### src/rtl/nios2os_nios2_oci_dct_packer.sv
// -----------------------------------------------------------------------------
// nios2os_nios2_oci_dct_packer
//
// Direct-compressed-trace packer for the Nios II OCI instruction-trace path.
// Each retired direct branch contributes a 2-bit outcome code:
//   taken = 2'b10, not-taken = 2'b01, 2'b00 = empty slot.
// Codes shift into a 30-bit buffer, with the newest code in bits [1:0].
// A frame closes when any of these holds:
//   - the buffer reaches MAX_ENTRIES entries;
//   - a flush arrives;
//   - tracing is switched off while entries are pending.
// Closed frames go to the trace FIFO over a valid/ready handshake.
// If the frame register is still occupied when a frame must close, the packer
// parks the closed frame in the live buffer (HOLD). Branches retired during
// HOLD are dropped and flagged by the sticky overflow bit.
//
// Optional build macro: DCT_LOSS_CNT_EN
//   Adds loss_cnt[7:0], a saturating count of entries dropped in HOLD.
//
// Ports:
//   clk        in   system clock
//   reset      in   asynchronous reset, active-high
//   trc_on     in   trace enable
//   br_valid   in   one direct branch retired this cycle
//   br_taken   in   outcome of that branch
//   flush_req  in   indirect branch / exception: close the current frame
//   frm_ready  in   downstream accepts frame
//   frm_valid  out  frame register holds a frame
//   frm_data   out  frame {count[3:0], buffer[29:0]}
//   dct_buffer out  live packing buffer
//   dct_count  out  live entry count
//   overflow   out  sticky: at least one entry was dropped
//   loss_cnt   out  (DCT_LOSS_CNT_EN only) dropped-entry count, saturating
// -----------------------------------------------------------------------------
module nios2os_nios2_oci_dct_packer #(
    parameter int MAX_ENTRIES = 15
) (
    input  logic        clk,
    input  logic        reset,
    input  logic        trc_on,
    input  logic        br_valid,
    input  logic        br_taken,
    input  logic        flush_req,
    input  logic        frm_ready,
    output logic        frm_valid,
    output logic [33:0] frm_data,
    output logic [29:0] dct_buffer,
    output logic [3:0]  dct_count,
    output logic        overflow
`ifdef DCT_LOSS_CNT_EN
    ,
    output logic [7:0]  loss_cnt
`endif
);

    localparam logic [3:0] MAX_CNT = 4'(MAX_ENTRIES);

    typedef enum logic [1:0] {
        ST_OFF,
        ST_COLLECT,
        ST_HOLD
    } state_t;

    state_t      state_q, state_d;
    logic [29:0] buffer_d;
    logic [3:0]  count_d;
    logic        frm_valid_d;
    logic [33:0] frm_data_d;
    logic        overflow_d;

    // Buffer and count as they stand after this cycle's branch, if any.
    // A same-cycle branch is always part of the frame that closes with it.
    logic [1:0]  code;
    logic [29:0] app_buffer;
    logic [3:0]  app_count;
    logic        slot_free;
    logic        close;

    assign code       = br_taken ? 2'b10 : 2'b01;
    assign app_buffer = br_valid ? {dct_buffer[27:0], code} : dct_buffer;
    assign app_count  = dct_count + 4'(br_valid);
    // The frame register can take a new frame when it is empty, or when the
    // frame it holds transfers this cycle.
    assign slot_free  = !frm_valid || frm_ready;
    assign close      = (br_valid && (app_count == MAX_CNT)) ||
                        ((flush_req || !trc_on) && (app_count != 4'd0));

`ifdef DCT_LOSS_CNT_EN
    logic [7:0] loss_d;
`endif

    always_comb begin
        // NOTE: every signal gets a default before the case statement.
        // A branch that leaves one unassigned would otherwise infer a latch.
        state_d     = state_q;
        buffer_d    = dct_buffer;
        count_d     = dct_count;
        frm_valid_d = frm_valid && !frm_ready;
        frm_data_d  = frm_data;
        overflow_d  = overflow;
`ifdef DCT_LOSS_CNT_EN
        loss_d      = loss_cnt;
`endif

        unique case (state_q)
            ST_OFF: begin
                if (trc_on) state_d = ST_COLLECT;
            end

            ST_COLLECT: begin
                buffer_d = app_buffer;
                count_d  = app_count;
                if (close) begin
                    if (slot_free) begin
                        frm_data_d  = {app_count, app_buffer};
                        frm_valid_d = 1'b1;
                        buffer_d    = '0;
                        count_d     = '0;
                        state_d     = trc_on ? ST_COLLECT : ST_OFF;
                    end else begin
                        // Frame register is busy: the closed frame waits in
                        // the live buffer.
                        state_d = ST_HOLD;
                    end
                end else if (!trc_on) begin
                    state_d = ST_OFF;
                end
            end

            ST_HOLD: begin
                // The live buffer is a closed frame. New branches cannot be
                // appended, and a flush has nothing left to close.
                if (br_valid) begin
                    overflow_d = 1'b1;
`ifdef DCT_LOSS_CNT_EN
                    if (loss_cnt != 8'hFF) loss_d = loss_cnt + 8'd1;
`endif
                end
                // frm_valid is always 1 here, so a ready frees the slot.
                if (frm_ready) begin
                    frm_data_d  = {dct_count, dct_buffer};
                    frm_valid_d = 1'b1;
                    buffer_d    = '0;
                    count_d     = '0;
                    state_d     = trc_on ? ST_COLLECT : ST_OFF;
                end
            end

            default: state_d = ST_OFF;
        endcase
    end

    always_ff @(posedge clk or posedge reset) begin
        if (reset) begin
            state_q    <= ST_OFF;
            dct_buffer <= '0;
            dct_count  <= '0;
            frm_valid  <= 1'b0;
            frm_data   <= '0;
            overflow   <= 1'b0;
`ifdef DCT_LOSS_CNT_EN
            loss_cnt   <= '0;
`endif
        end else begin
            // NOTE: use non-blocking assignments for state. Every register
            // then samples the values from before this edge.
            state_q    <= state_d;
            dct_buffer <= buffer_d;
            dct_count  <= count_d;
            frm_valid  <= frm_valid_d;
            frm_data   <= frm_data_d;
            overflow   <= overflow_d;
`ifdef DCT_LOSS_CNT_EN
            loss_cnt   <= loss_d;
`endif
        end
    end

endmodule

### config.mk
export PLATFORM = sky130hd
export DESIGN_NAME = nios2os_nios2_oci_dct_packer
export DESIGN_NICKNAME = d
export VERILOG_FILES = /design/src/rtl/nios2os_nios2_oci_dct_packer.sv
export SDC_FILE = /design/constraint.sdc
export NUM_CORES = 1
export LEC_CHECK = 0
export BUFFER_PORTS_ARGS = -buffer_cell sky130_fd_sc_hd__clkbuf_2
export CAP_MARGIN = 20
export CORE_MARGIN = 4
export CORE_UTILIZATION = 30
export CTS_BUF_LIST = sky130_fd_sc_hd__clkbuf_2
export CTS_CLUSTER_SIZE = 40
export DETAILED_ROUTE_END_ITERATION = 16
export PLACE_DENSITY_LB_ADDON = 0.08
export RECOVER_POWER = 100
export SYNTH_ARGS = -nofsm -noshare
export SYNTH_HDL_FRONTEND = slang
export SYNTH_SLANG_ARGS = --single-unit
### constraint.sdc
create_clock -name clk -period 2.6 [get_ports clk]
set_input_delay 0.26 -clock clk [delete_from_list [all_inputs] [get_ports clk]]
set_output_delay 0.26 -clock clk [all_outputs]
set_load 0.1 [all_outputs]
==> metrics.md <==
| Metric | Value |
|---|---|
| Worst Path Max Fanout | `11` |
| Detailed-route wire length | `8.23 mm` |
| Sink Count | `72` |
| Clock buffer depth | `2` |
| Post-CTS Repair Setup Buffers | `0` |
| PD cells | `1170 mW/mm²` |
| CP peak stage delay | `0.48 ns` |
| CTS tree | `yes` |
| Slew @ Worst Pin | `1.77 ns` |
| Antenna Cells | `0` |
| Core Area | `0.0115 mm²` |
| Period Utilization, post-route | `94.6%` |
| Die width | `117 µm` |
| Required time of the critical path | `3.02 ns` |
| Via/cell ratio | `4.93` |
| Drt pass-1 iters | `4` |
| Slew margin rel. | `-17.7%` |
| Max Fclk | `0.407 GHz` |
| GRT overflow | `0` |
| Global-route wire length before repair | `13.3 mm` |
| Cells after DPL | `470` |
| Cell variety after synth | `37` |
| Arr. time, crit path | `2.88 ns` |
| Failing checks | `capacitance limit, slew limit` |
| Net Count, Synth | `270` |
| Avg Inst Size Synth | `13.7 µm²` |
| Final Max Slew Viols | `33` |
| Leakage Power | `1.98 nW` |
| Unrepaired setup endpoints after global routing | `no` |
| Worst-path clk slew | `0.19 ns` |
| Peak VDD IR | `0.000833 V` |
| Crit. End Element | `flip-flop` |
| Largest net degree at the start of global routing | `41` |
| Setup_tns | `0 ns` |
| H-tree levels | `3` |
| Worst hold path class | `input pin to flip-flop` |
| Final core occ | `36.1%` |
| Layout area overhead | `17.3%` |
| Register bit count reported by yosys | `72` |
| Nets | `353` |
| Ports | `77` |
| Final setup fails | `0` |
| Share of layout cells above drive strength 1 | `25.8%` |
| Final HPWL DP | `5.51 mm` |
| Synth top area share | `51.0%` |
| Share of flip-flops with an asynchronous set or reset | `100%` |
| Antenna-violating nets left | `0` |
| Drt initial violations | `140` |
| Chip Height | `117 µm` |
| Hold buffer count at CTS | `2` |
| Crit start category | `flip-flop` |
| Vias in the first global route | `2,435` |
| CP Buf/Inv Count | `1` |
| DRC viols | `0` |
| Hold_ws | `0.140 ns` |
| Clock period minus worst slack | `2.46 ns` |
| Root buf cell | `clkbuf_2` |
| Final hold viol count | `0` |
| Post-synth EDFFs | `0` |
| Initial antenna violation count | `0` |
| DR vias | `2,404` |
| Input/output buffers | `76` |
| Main synth FF type | `dfrtp_1` |
| Total chip power | `4.85 mW` |
| Routability congestion estimate | `0.826` |
| Syn Inst Count | `257` |
| Clk_skew | `0.0270 ns` |
| Top post-synthesis cells by area | `dfrtp_1 51%, mux2_4 13%, mux2_2 12%` |
| Largest area contributor in the netlist | `dfrtp_1` |
| Die area | `0.0136 mm²` |
| Seq/Total Area, Yosys | `51.0%` |
| WL per Instance | `16.9 µm` |
| MaxCap Viol Count | `1` |
| Setup CP Type | `flip-flop to flip-flop` |
| Fin cells | `488` |
| Cts repair resizes | `0` |
| Number of warning messages in the yosys log | `0` |
| Post-Syn Area | `0.00353 mm²` |
| Slowest CP cell | `dfrtp_1` |
| CP Cell Sequence | `ha_4 > ha_4 > and2_0 > a21oi_2 > o311a_4 > o21ai_2 > o211ai_4 > buf_4 > mux2_1` |
| Starting density of the core | `30.8%` |
| TritonCTS Buffers | `9` |
| Crit path max-delay family | `compound AO/OA/AOI/OAI gates` |
| Worst-skew pair later-pin latency | `0.53 ns` |
| Site Rows | `39` |
| Status | `finished with violations` |
| Total GRT Usage | `13.0%` |
| Crit path top cell by count | `ha_4` |
## synth_stat cells, drive strengths merged, types with 2 or more instances
cell type  number
and2            2
nand2b          2
buf            10
and3            3
mux2           67
o311a           2
a22o           32
a21oi           7
ha              6
nand2           7
nor2            8
a21o            2
nor2b           2
nand3           4
clkbuf          6
o21ai           2
o211ai          4
dfrtp          72
inv             7
## layout make-up
type / instances / area (µm²)
fill: 1186 / 7320
sequential: 72 / 1810
multi-input combinational: 162 / 1590
timing repair buffer: 88 / 415
tap: 143 / 179
clock inverter: 4 / 68.8
clock buffer: 12 / 60.1
inverter: 7 / 26.3
## worst reg2reg max path, cell delays in order, from the launching register on
cell and delay [ns]:
dfrtp_1 0.48, ha_4 0.20, ha_4 0.18, and2_0 0.16, a21oi_2 0.20, o311a_4 0.23
o21ai_2 0.10, o211ai_4 0.21, buf_4 0.27, mux2_1 0.35
## kinds of logic (layout without fill, tap and decap cells)
kind of cell,Yosys count,count (layout),share of synthesized area [%]
AOI/OAI and AO/OA,55,55,13.7
xor gates and xnor gates,2,2,0.496
adders and majority gates,6,6,2.13
buffers and inverters,23,111,3.40
DFF,72,72,51.0
muxes,68,68,24.8
and+or+nand+nor,31,31,4.39
## stage by stage
stage	worst slack (ns)	cell area, µm²
global route	0.0523	4140
floorplan	0.0413	3590
finish	0.141	4140
detailed placement	0.193	4180
global placement	0.221	4180
CTS	0.155	4330
## layer usage
layer	global-route usage, %	vias to the layer above	part of all wire [%]
met2	19.4	64	45
li1	-	1128	-
met3	5.03	11	6.6
met4	4.10	0	1.3
met5	0	-	0
met1	17.5	1201	47
## sequential cells by signal, summed over array words and instances, names as in the netlist
name,count
dct_buffer,30
dct_count,4
frm_data,34
frm_valid,1
overflow,1
state_q,2
## cell usage in the layout (no fill, tap or decap), types with 2 or more instances in the layout
| cell | netlist | routed |
|---|---|---|
| mux2_2 | 37 | 37 |
| clkbuf_1 | 6 | 72 |
| nor2_1 | 8 | 8 |
| a22o_1 | 32 | 32 |
| dfrtp_1 | 72 | 69 |
| nand2b_1 | 2 | 2 |
| nand3_1 | 4 | 4 |
| clkbuf_2 | 0 | 19 |
| a21o_1 | 2 | 2 |
| mux2_1 | 0 | 21 |
| bufinv_16 | 0 | 2 |
| o211ai_1 | 2 | 2 |
| inv_1 | 7 | 7 |
| nand2_1 | 7 | 7 |
| and3_1 | 3 | 3 |
| a21oi_1 | 7 | 6 |
| ha_1 | 6 | 4 |
| dfrtp_2 | 0 | 3 |
| mux2_4 | 30 | 9 |
| buf_12 | 0 | 3 |
| ha_4 | 0 | 2 |
| buf_4 | 1 | 4 |
| dlygate4sd3_1 | 0 | 2 |
## final timing paths
check | startpoint | end | slack [ns] | depth (start not counted)
worst min register to register | overflow | overflow | 0.48 | 1
worst max register to register | dct_count[0] | frm_data[26] | 0.14 | 9
worst min-delay path | br_valid | overflow | 0.14 | 3
max in group asynchronous | reset | dct_count[1] | 0.58 | 4
min in group asynchronous | reset | dct_buffer[17] | 0.56 | 4
worst max-delay path | dct_count[0] | frm_data[26] | 0.14 | 9
## where the power goes
part           internal (mW)  switching [mW]
Clock                  0.326           0.395
Combinational          0.676            1.98
Sequential              1.30           0.174
Total                   2.30            2.55
(Power assumes the default switching activity.)
